==> src/rtl/clkgen_pkg.sv <==
// Shared definitions for the DCM programming sequencer: FSM states, frame preambles and frame length.
package clkgen_pkg;

  typedef enum logic [3:0] {
    ST_IDLE,
    ST_LOAD_D,
    ST_GAP1,
    ST_LOAD_M,
    ST_GAP2,
    ST_GO,
    ST_WAIT_DONE,
    ST_WAIT_LOCK,
    ST_TO_RST,
    ST_WD_RST
  } state_t;

  // Preambles are sent LSB first: D frame starts 1,0 and M frame starts 1,1.
  localparam logic [1:0] PRE_D     = 2'b01;
  localparam logic [1:0] PRE_M     = 2'b11;
  localparam int         FRAME_LEN = 10;
  localparam int         GAP_LEN   = 2;

  function automatic logic [FRAME_LEN-1:0] make_frame(input logic [1:0] pre, input logic [7:0] data);
    return {data, pre};
  endfunction

endpackage

==> src/rtl/clkgen_prog_ser.sv <==
// 10-bit DCM program frame serialiser: 2-bit preamble then 8 data bits, LSB first, one bit per clk.
module clkgen_prog_ser
  import clkgen_pkg::*;
(
  input  logic       clk,
  input  logic       rst,
  input  logic       load,
  input  logic [1:0] preamble,
  input  logic [7:0] data,
  output logic       sdata,
  output logic       busy
);

  logic [FRAME_LEN-1:0] frame;
  logic [FRAME_LEN-1:0] shreg;
  logic [3:0]           cnt;

  assign frame = make_frame(preamble, data);

  // The first bit appears in the cycle right after load, so busy spans exactly FRAME_LEN cycles.
  always_ff @(posedge clk or posedge rst) begin
    if (rst) begin
      shreg <= '0;
      cnt   <= '0;
      sdata <= 1'b0;
      busy  <= 1'b0;
    end else if (load) begin
      sdata <= frame[0];
      shreg <= {1'b0, frame[FRAME_LEN-1:1]};
      cnt   <= 4'(FRAME_LEN - 1);
      busy  <= 1'b1;
    end else if (busy && cnt != 4'd0) begin
      sdata <= shreg[0];
      shreg <= {1'b0, shreg[FRAME_LEN-1:1]};
      cnt   <= cnt - 4'd1;
    end else begin
      sdata <= 1'b0;
      busy  <= 1'b0;
    end
  end

endmodule

==> src/rtl/clkgen_prog.sv <==
// DCM dynamic-reprogramming sequencer: loads D and M frames, issues GO, waits for PROGDONE and LOCKED.
// Optional lock-loss watchdog with automatic replay is compiled in with CLKGEN_PROG_WATCHDOG_EN.
module clkgen_prog
  import clkgen_pkg::*;
#(
  parameter int TIMEOUT_CYCLES = 65536,
  parameter int RST_CYCLES     = 8,
  parameter int WD_CYCLES      = 1024
)(
  input  logic       clk,
  input  logic       rst,
  input  logic [7:0] m_minus1,
  input  logic [7:0] d_minus1,
  input  logic       cfg_valid,
  output logic       cfg_ready,
  output logic       busy,
  output logic       done,
  output logic       err,
  output logic       dcm_progen,
  output logic       dcm_progdata,
  input  logic       dcm_progdone,
  input  logic       dcm_locked,
  output logic       dcm_rst,
  output logic       locked,
  output logic [7:0] relock_cnt
);

  localparam int TW = $clog2(TIMEOUT_CYCLES + RST_CYCLES + FRAME_LEN + 1);

  if (TIMEOUT_CYCLES < 1 || RST_CYCLES < 1 || WD_CYCLES < 1) begin : g_bad_param
    $error("clkgen_prog: cycle-count parameters must be at least 1");
  end

  state_t        state;
  logic [TW-1:0] tcnt;
  logic [1:0]    sync_meta;
  logic [1:0]    sync_q;
  logic          progdone_s;
  logic          go;
  logic [7:0]    last_m;
  logic [7:0]    last_d;
  logic          accept;
  logic          wd_fire;
  logic          replay_go;
  logic          ser_load;
  logic [1:0]    ser_pre;
  logic [7:0]    ser_data;
  logic          ser_sdata;
  logic          ser_busy;

  always_ff @(posedge clk or posedge rst) begin
    if (rst) begin
      sync_meta <= 2'b00;
      sync_q    <= 2'b00;
    end else begin
      sync_meta <= {dcm_locked, dcm_progdone};
      sync_q    <= sync_meta;
    end
  end

  assign progdone_s = sync_q[0];
  assign locked     = sync_q[1];

  assign cfg_ready  = (state == ST_IDLE);
  assign busy       = (state != ST_IDLE);
  assign accept     = cfg_ready && cfg_valid;
  assign replay_go  = (state == ST_WD_RST) && (tcnt == TW'(RST_CYCLES - 1));

  // A fresh request sends d_minus1 directly because last_d is only written on that same edge.
  always_comb begin
    ser_load = (accept && m_minus1 != 8'd0) || replay_go ||
               ((state == ST_GAP1) && (tcnt == TW'(GAP_LEN - 1)));
    ser_pre  = PRE_D;
    ser_data = last_d;
    if (state == ST_IDLE) begin
      ser_data = d_minus1;
    end else if (state == ST_GAP1) begin
      ser_pre  = PRE_M;
      ser_data = last_m;
    end
  end

  clkgen_prog_ser u_ser (
    .clk      (clk),
    .rst      (rst),
    .load     (ser_load),
    .preamble (ser_pre),
    .data     (ser_data),
    .sdata    (ser_sdata),
    .busy     (ser_busy)
  );

  assign dcm_progen   = ser_busy | go;
  assign dcm_progdata = ser_sdata;

  always_ff @(posedge clk or posedge rst) begin
    if (rst) begin
      state   <= ST_IDLE;
      tcnt    <= '0;
      done    <= 1'b0;
      err     <= 1'b0;
      go      <= 1'b0;
      dcm_rst <= 1'b1;
      last_m  <= 8'd0;
      last_d  <= 8'd0;
    end else begin
      done    <= 1'b0;
      err     <= 1'b0;
      go      <= 1'b0;
      dcm_rst <= 1'b0;
      tcnt    <= tcnt + 1'b1;
      case (state)
        ST_IDLE: begin
          tcnt <= '0;
          if (accept) begin
            last_m <= m_minus1;
            last_d <= d_minus1;
            if (m_minus1 == 8'd0) err   <= 1'b1;
            else                  state <= ST_LOAD_D;
          end else if (wd_fire) begin
            state   <= ST_WD_RST;
            dcm_rst <= 1'b1;
          end
        end
        ST_LOAD_D: if (tcnt == TW'(FRAME_LEN - 1)) begin state <= ST_GAP1;  tcnt <= '0; end
        ST_GAP1:   if (tcnt == TW'(GAP_LEN - 1))   begin state <= ST_LOAD_M; tcnt <= '0; end
        ST_LOAD_M: if (tcnt == TW'(FRAME_LEN - 1)) begin state <= ST_GAP2;  tcnt <= '0; end
        ST_GAP2: begin
          if (tcnt == TW'(GAP_LEN - 1)) begin
            state <= ST_GO;
            tcnt  <= '0;
            go    <= 1'b1;
          end
        end
        ST_GO: begin
          state <= ST_WAIT_DONE;
          tcnt  <= '0;
        end
        ST_WAIT_DONE, ST_WAIT_LOCK: begin
          if (state == ST_WAIT_DONE && progdone_s) begin
            state <= ST_WAIT_LOCK;
            tcnt  <= '0;
          end else if (state == ST_WAIT_LOCK && locked) begin
            state <= ST_IDLE;
            done  <= 1'b1;
          end else if (tcnt == TW'(TIMEOUT_CYCLES - 1)) begin
            state   <= ST_TO_RST;
            tcnt    <= '0;
            dcm_rst <= 1'b1;
          end
        end
        ST_TO_RST, ST_WD_RST: begin
          if (tcnt == TW'(RST_CYCLES - 1)) begin
            tcnt <= '0;
            if (state == ST_TO_RST) begin
              state <= ST_IDLE;
              err   <= 1'b1;
            end else begin
              state <= ST_LOAD_D;
            end
          end else begin
            dcm_rst <= 1'b1;
          end
        end
        default: state <= ST_IDLE;
      endcase
    end
  end

`ifdef CLKGEN_PROG_WATCHDOG_EN
  localparam int WW = $clog2(WD_CYCLES + 1);

  logic          armed;
  logic [WW-1:0] wd_cnt;
  logic          wd_cond;

  // Only an idle, previously-locked DCM is watched; a pending request always wins over a relock.
  assign wd_cond = (state == ST_IDLE) && !cfg_valid && armed && !locked;
  assign wd_fire = wd_cond && (wd_cnt == WW'(WD_CYCLES - 1));

  always_ff @(posedge clk or posedge rst) begin
    if (rst) begin
      armed      <= 1'b0;
      wd_cnt     <= '0;
      relock_cnt <= 8'd0;
    end else begin
      if (done) armed <= 1'b1;
      if (wd_cond && !wd_fire) wd_cnt <= wd_cnt + 1'b1;
      else                     wd_cnt <= '0;
      if (wd_fire && relock_cnt != 8'hFF) relock_cnt <= relock_cnt + 8'd1;
    end
  end
`else
  assign wd_fire    = 1'b0;
  assign relock_cnt = 8'd0;
`endif

endmodule
==> config.mk <==
export PLATFORM = sky130hd
export DESIGN_NAME = clkgen_prog
export DESIGN_NICKNAME = d
export VERILOG_FILES = /design/src/rtl/clkgen_pkg.sv /design/src/rtl/clkgen_prog_ser.sv /design/src/rtl/clkgen_prog.sv
export SDC_FILE = /design/constraint.sdc
export NUM_CORES = 1
export LEC_CHECK = 0
export ABC_AREA = 0
export CAP_MARGIN = 40
export CORE_ASPECT_RATIO = 0.9
export CORE_MARGIN = 2
export CORE_UTILIZATION = 50
export CTS_CLUSTER_DIAMETER = 30
export CTS_CLUSTER_SIZE = 10
export DETAILED_ROUTE_END_ITERATION = 8
export PLACE_DENSITY = 0.71
export REMOVE_ABC_BUFFERS = 1
export SYNTH_ARGS = -nofsm -noshare
export SYNTH_HDL_FRONTEND = slang
export SYNTH_SLANG_ARGS = --single-unit
==> constraint.sdc <==
create_clock -name clk -period 4.3 [get_ports clk]
set_input_delay 0.86 -clock clk [delete_from_list [all_inputs] [get_ports clk]]
set_output_delay 0.86 -clock clk [all_outputs]
set_load 0.01 [all_outputs]
==> metrics.cfg, run 1 <==
[sta]
fin_skew_ns=0.007446
tightest_slew_ns=0.7905
hold_violations=0
maxSlewViolCount=0
layout_min_cycle_time_ns=2.950
fin_crit_sh_pct=68.59
timing.final.ws_setup_ns=1.350
fin_tns_setup_ns=0
rsz0062_at_grt=false
slew-limit-headroom_pct=47.30
clock.fmax_mhz=339.0
setup_viol=0
hold_ws_ns=0.3490

[die]
dieHeight_um=78.56
die_w_um=86.84
io_pins=37
start_util_pct=51.07
die-area_um2=6822
num_rows=27
core_um2=6047

[hold_path]
whs_endpoint=sync_q[0]
hold_depth=0
holdCritPathClass=reg -> reg
min-delay-start=sync_meta[0]

[worst_setup_path]
required_ns=3.44
rr_endpoint=tcnt[2]
rr_startpoint=tcnt[7]
critPathMaxStageDelay_ns=0.65
reg2reg_slack_ns=1.53
end_kind=primary output
critPathKind=reg -> out
path_max_fanout=17
cp_slowest_cell=dfrtp_1
r2r_cells=12
worstPathArrival_ns=2.09
crit_chain=nor2_1, nand2_1, inv_1, clkdlybuf4s50_1
cp-start-kind=flip-flop

[clocking]
clk_latency_ns=0.34
htree_levels=3
ctsRootBufferMaster=clkbuf_8
cts_buffer_depth=2
post_cts_resized=0
post-cts-setup-buffers=0
cts_sinks=60
cts_buffers=9
cts_hold_buffers=0
cts_tree=built
clk_pin_slew_ns=0.07

[placed_design]
place.gp.congestion=0.9020
numPlacedInstances=385
hpwl_um=4425
place_ws_ns=1.557
numPortBuffers=28

[logic_synthesis]
synth_flop_cell=dfrtp_1
synth_top_area_cell=dfrtp_1
yosysWarnings=0
synth.avg_cell_area_um2=10.50
synthTopCellsByCount=59 x dfrtp_1, 31 x nand2_1, 31 x nor2_1, 24 x mux2i_1, 16 x mux2_2
syn_inst=294
synth_area_um2=3088
ys_seq_area_share_pct=48.66
ys_types=46
synth.most_common_cell=dfrtp_1
synth_top_area_share_pct=47.81
synth-async-reset-ratio_pct=100.0
synth_seq_cells=60
ys_top_cells_by_area=dfrtp_1 48%, mux2i_1 7.8%, mux2_2 5.8%
synth_edf_count=0

[power_and_ir_drop]
p_leak_nw=1.624
p_comb_share_pct=39.5
power.switching_mw=0.8027
power.density_nw_per_um2=621.4
pwr-share-clk_pct=21.2
p_int_mw=1.421
pwr-share-seq_pct=39.3
irDropWorstVdd_mv=0.3193
sw_frac_of_total_pct=36.10

[drt]
num_vias=2166
drt-initial-drc-count=107
ant_nets=0
drtPass1Iterations=4
wl_per_cell_um=15.12
totalWireLength_um=6048
drc_errors=0
vias_per_cell=5.415

[global_route]
grt_overflow=0
grt_first_pass_wirelength_um=10070
grt_start_max_net_pins=39
antenna_found_initial=0
grt_pass1_vias=2082
grtUsageTotal_pct=19.55

[final_layout]
antennaDiodeCount=0
stdcell_count=400
area_growth_pct=15.88
drive_above_1_share_pct=14.94
layout.nets=351
final_util_pct=59.18

[outcome]
status=complete, no violations

[flow_run]
maxCapViolCount=0

[power by group through the flow]
stage | logic (mW) | clock network [mW] | registers [mW]
after floorplan | 0.658 | 0 | 0.848
after global placement | 0.846 | 0 | 0.876
after detailed placement | 0.881 | 0 | 0.886
after CTS | 0.885 | 0.485 | 0.875
after global routing | 0.977 | 0.507 | 0.899
final | 0.878 | 0.472 | 0.874
[how the worst max path moves through the flow]
stage                 from             end  slack [ns]  cells past startpoint
2_1_floorplan      tcnt[4]  u_ser.shreg[1]        1.92                      4
3_3_place_gp   m_minus1[5]        state[0]        1.59                      7
3_5_place_dp   m_minus1[4]        state[0]        1.56                      7
4_1_cts           state[1]       cfg_ready        1.33                      4
5_1_grt           state[1]       cfg_ready        1.21                      4
6_report          state[1]       cfg_ready        1.35                      4
[cell type report]
cell class	instances	area [um^2]
clock inverters	1	5.005
inverters	13	48.80
multi-input cells	210	1454
flip-flops and latches	60	1503
clock buffers	14	182.7
well taps	72	90.09
fillers	514	2469
repair buffers	30	295.3
[placed cells by master (no fill, tap or decap), types with 3 or more instances in the layout]
cell type / synthesis / layout
a21oi_1: 3 / 3
and3_1: 4 / 4
clkbuf_8: 0 / 13
clkdlybuf4s50_1: 0 / 28
conb_1: 1 / 8
dfrtp_1: 59 / 59
ha_1: 6 / 6
inv_1: 13 / 12
mux2_2: 16 / 16
mux2i_1: 24 / 24
nand2_1: 31 / 31
nand2b_1: 4 / 4
nand3_1: 8 / 8
nor2_1: 31 / 31
nor3_1: 8 / 8
nor4_1: 4 / 4
o21ai_0: 14 / 14
or4_4: 3 / 3
xnor2_1: 8 / 8
xor2_1: 9 / 9
[through the flow]
step / instance area [um^2] / power [mW]
6_report: 3578 / 2.224
5_1_grt: 3578 / 2.383
3_5_place_dp: 3391 / 1.767
4_1_cts: 3578 / 2.245
2_1_floorplan: 3005 / 1.506
3_3_place_gp: 3391 / 1.722
[routing by layer]
layer / track usage, % / vias to the layer above / wire [um]
li1: - / 1057 / -
met1: 27.09 / 1038 / 2870
met2: 29.01 / 67 / 2726
met3: 5.468 / 4 / 394
met4: 7.656 / 0 / 57
met5: 0 / - / 0
[critical path, delay by kind of cell (launching register included)]
| kind | cells | cell delay, ns |
|---|---|---|
| buf+inv | 2 | 0.67 |
| flops | 1 | 0.65 |
| simple gates | 2 | 0.42 |
[sequential cells by signal, indices dropped and copies added, names as in the netlist]
register	cells
u_ser.cnt	4
sync_q	2
last_m	8
tcnt	17
state	4
done	1
go	1
u_ser.sdata	1
last_d	8
u_ser.shreg	9
sync_meta	2
dcm_rst	1
err	1
u_ser.busy	1
[kinds of logic after synthesis]
kind of cell | synth area share, %
multiplexers | 13.61
AO/OA/AOI/OAI | 8.671
AND/OR/NAND/NOR | 16.57
XOR/XNOR | 4.822
adder cells (fa/ha/maj) | 2.431
other | 0.1214
buffers and inverters | 5.105
flip-flops | 48.66
(Power assumes the default switching activity.)
==> run 2: changes to the inputs <==
Clock period 4.3 ns to 2.9 ns, I/O delays scaled along.
==> run 2 against run 1 <==
  * Worst setup slack worse by 1.0 ns
  * Sequential cell count is the same
  * Die area unchanged
  * Critical path type unchanged
  * Highest routed layer unchanged
==> metrics.cfg, run 2 (synthesized netlist as in run 1, its figures left out) <==
[worst_setup_path]
required_ns=2.32
path_buf_inv=2
crit_chain=nor2_1, nand2_1, inv_1, clkdlybuf4s50_1
cp_slowest_cell=clkdlybuf4s50_1
worstPathArrival_ns=2.02
critPathKind=reg -> out
end_kind=primary output
path_max_fanout=10
cp_top_family=buffers and inverters
cp-start-kind=flip-flop
critPathMaxStageDelay_ns=0.54

[flow_run]
maxCapViolCount=0

[die]
die-area_um2=6822
die_w_um=86.84
io_pins=37
dieHeight_um=78.56
start_util_pct=51.07
num_rows=27
core_um2=6047

[power_and_ir_drop]
power.density_nw_per_um2=930.1
irDropWorstVdd_mv=0.3915
p_leak_nw=1.664
power_mw=3.404

[clocking]
post_cts_resized=0
htree_levels=3
cts_buffers=9
clk_latency_ns=0.34
cts_tree=built
post-cts-setup-buffers=0
ctsRootBufferMaster=clkbuf_8
cts_sinks=60
cts_hold_buffers=0
clk_pin_slew_ns=0.07
cts_buffer_depth=2

[final_layout]
top_register=tcnt
largestRegisters=tcnt: 17 flops, u_ser.shreg: 9 flops
final.fill_count=500
largest_register_ffs=17
antennaDiodeCount=0
final_cell_mix=59 x dfrtp_1, 31 x nor2_1, 31 x nand2_1
layout_commonest_cell=dfrtp_1
drive_above_1_share_pct=17.01
layout.nets=357
multi_input_area_um2=1454
seqCellArea_um2=1503
area_growth_pct=18.52

[sta]
layout_min_cycle_time_ns=2.598
rsz0062_at_grt=false
maxSlewViolCount=0
fin_crit_sh_pct=89.57
clock.fmax_mhz=385.0
tightest_slew_ns=0.5882
fin_skew_ns=0.005906
setup_viol=0
hold_violations=0
slew-limit-headroom_pct=60.73
fin_tns_setup_ns=0

[global_route]
grtUsageTotal_pct=19.61
grt_pass1_vias=2157
grt_start_max_net_pins=28
antenna_found_initial=0
grt_first_pass_wirelength_um=10270
grt_overflow=0

[drt]
vias_per_cell=5.408
num_vias=2201
drtPass1Iterations=4
totalWireLength_um=5875
wl_per_cell_um=14.43
drc_errors=0
ant_nets=0
drt-initial-drc-count=153

[placed_design]
place.gp.congestion=0.8598
hpwl_um=4216
numPortBuffers=28

[hold_path]
holdCritPathClass=reg -> reg

[outcome]
status=complete, no violations

[run 2: cell count changes in the layout (fill, tap and decap cells not counted), sizes merged]
| cell | delta |
|---|---|
| buf | +6 |
| clkbuf | -3 |
| clkinv | +2 |
| bufinv | +1 |
| clkinvlp | +1 |
[run 2: power breakdown]
part	internal [mW]	switching, mW
clock network	0.445	0.343
logic	0.650	0.708
registers	1.09	0.166
total	2.19	1.22
[run 2: final cells by class]
cell class,count,area share (%)
Tap cell,72,2.462
Inverter,13,1.333
Timing Repair Buffer,36,9.641
Sequential cell,60,41.06
Multi-Input combinational cell,210,39.73
Clock buffer,11,4.137
Clock inverter,5,1.641
[run 2: metal layers]
metal	vias up	track usage [%]	share of wire (%)
met5	-	0	0
met4	0	7.344	1.6
met3	11	6.204	4.8
met2	57	28.09	45
met1	1061	27.72	49
li1	1072	-	-
[run 2: worst paths after layout]
path / cells past startpoint / from / endpoint / slack, ns
setup / recovery: 4 / state[3] / cfg_ready / 0.30
hold / removal: 0 / sync_meta[1] / sync_q[1] / 0.38
setup reg to reg: 11 / tcnt[7] / state[0] / 0.33
hold reg to reg: 0 / sync_meta[1] / sync_q[1] / 0.38
max in group asynchronous: 3 / rst / dcm_rst / 1.67
min in group asynchronous: 2 / rst / last_d[0] / 0.62
[run 2: through the flow]
step | area (um^2) | std cells | hold slack [ns] | util [%] | worst slack [ns]
final | 3660 | 407 | 0.3770 | 60.52 | 0.3024
after floorplan | 3005 | 283 | 0.3312 | - | 0.5237
after global placement | 3448 | 391 | 0.3614 | 57.02 | 0.4133
after detailed placement | 3448 | 391 | 0.3624 | 57.02 | 0.3480
after global routing | 3660 | 407 | 0.3908 | 60.52 | 0.03797
after CTS | 3660 | 407 | 0.3773 | 60.52 | 0.3164
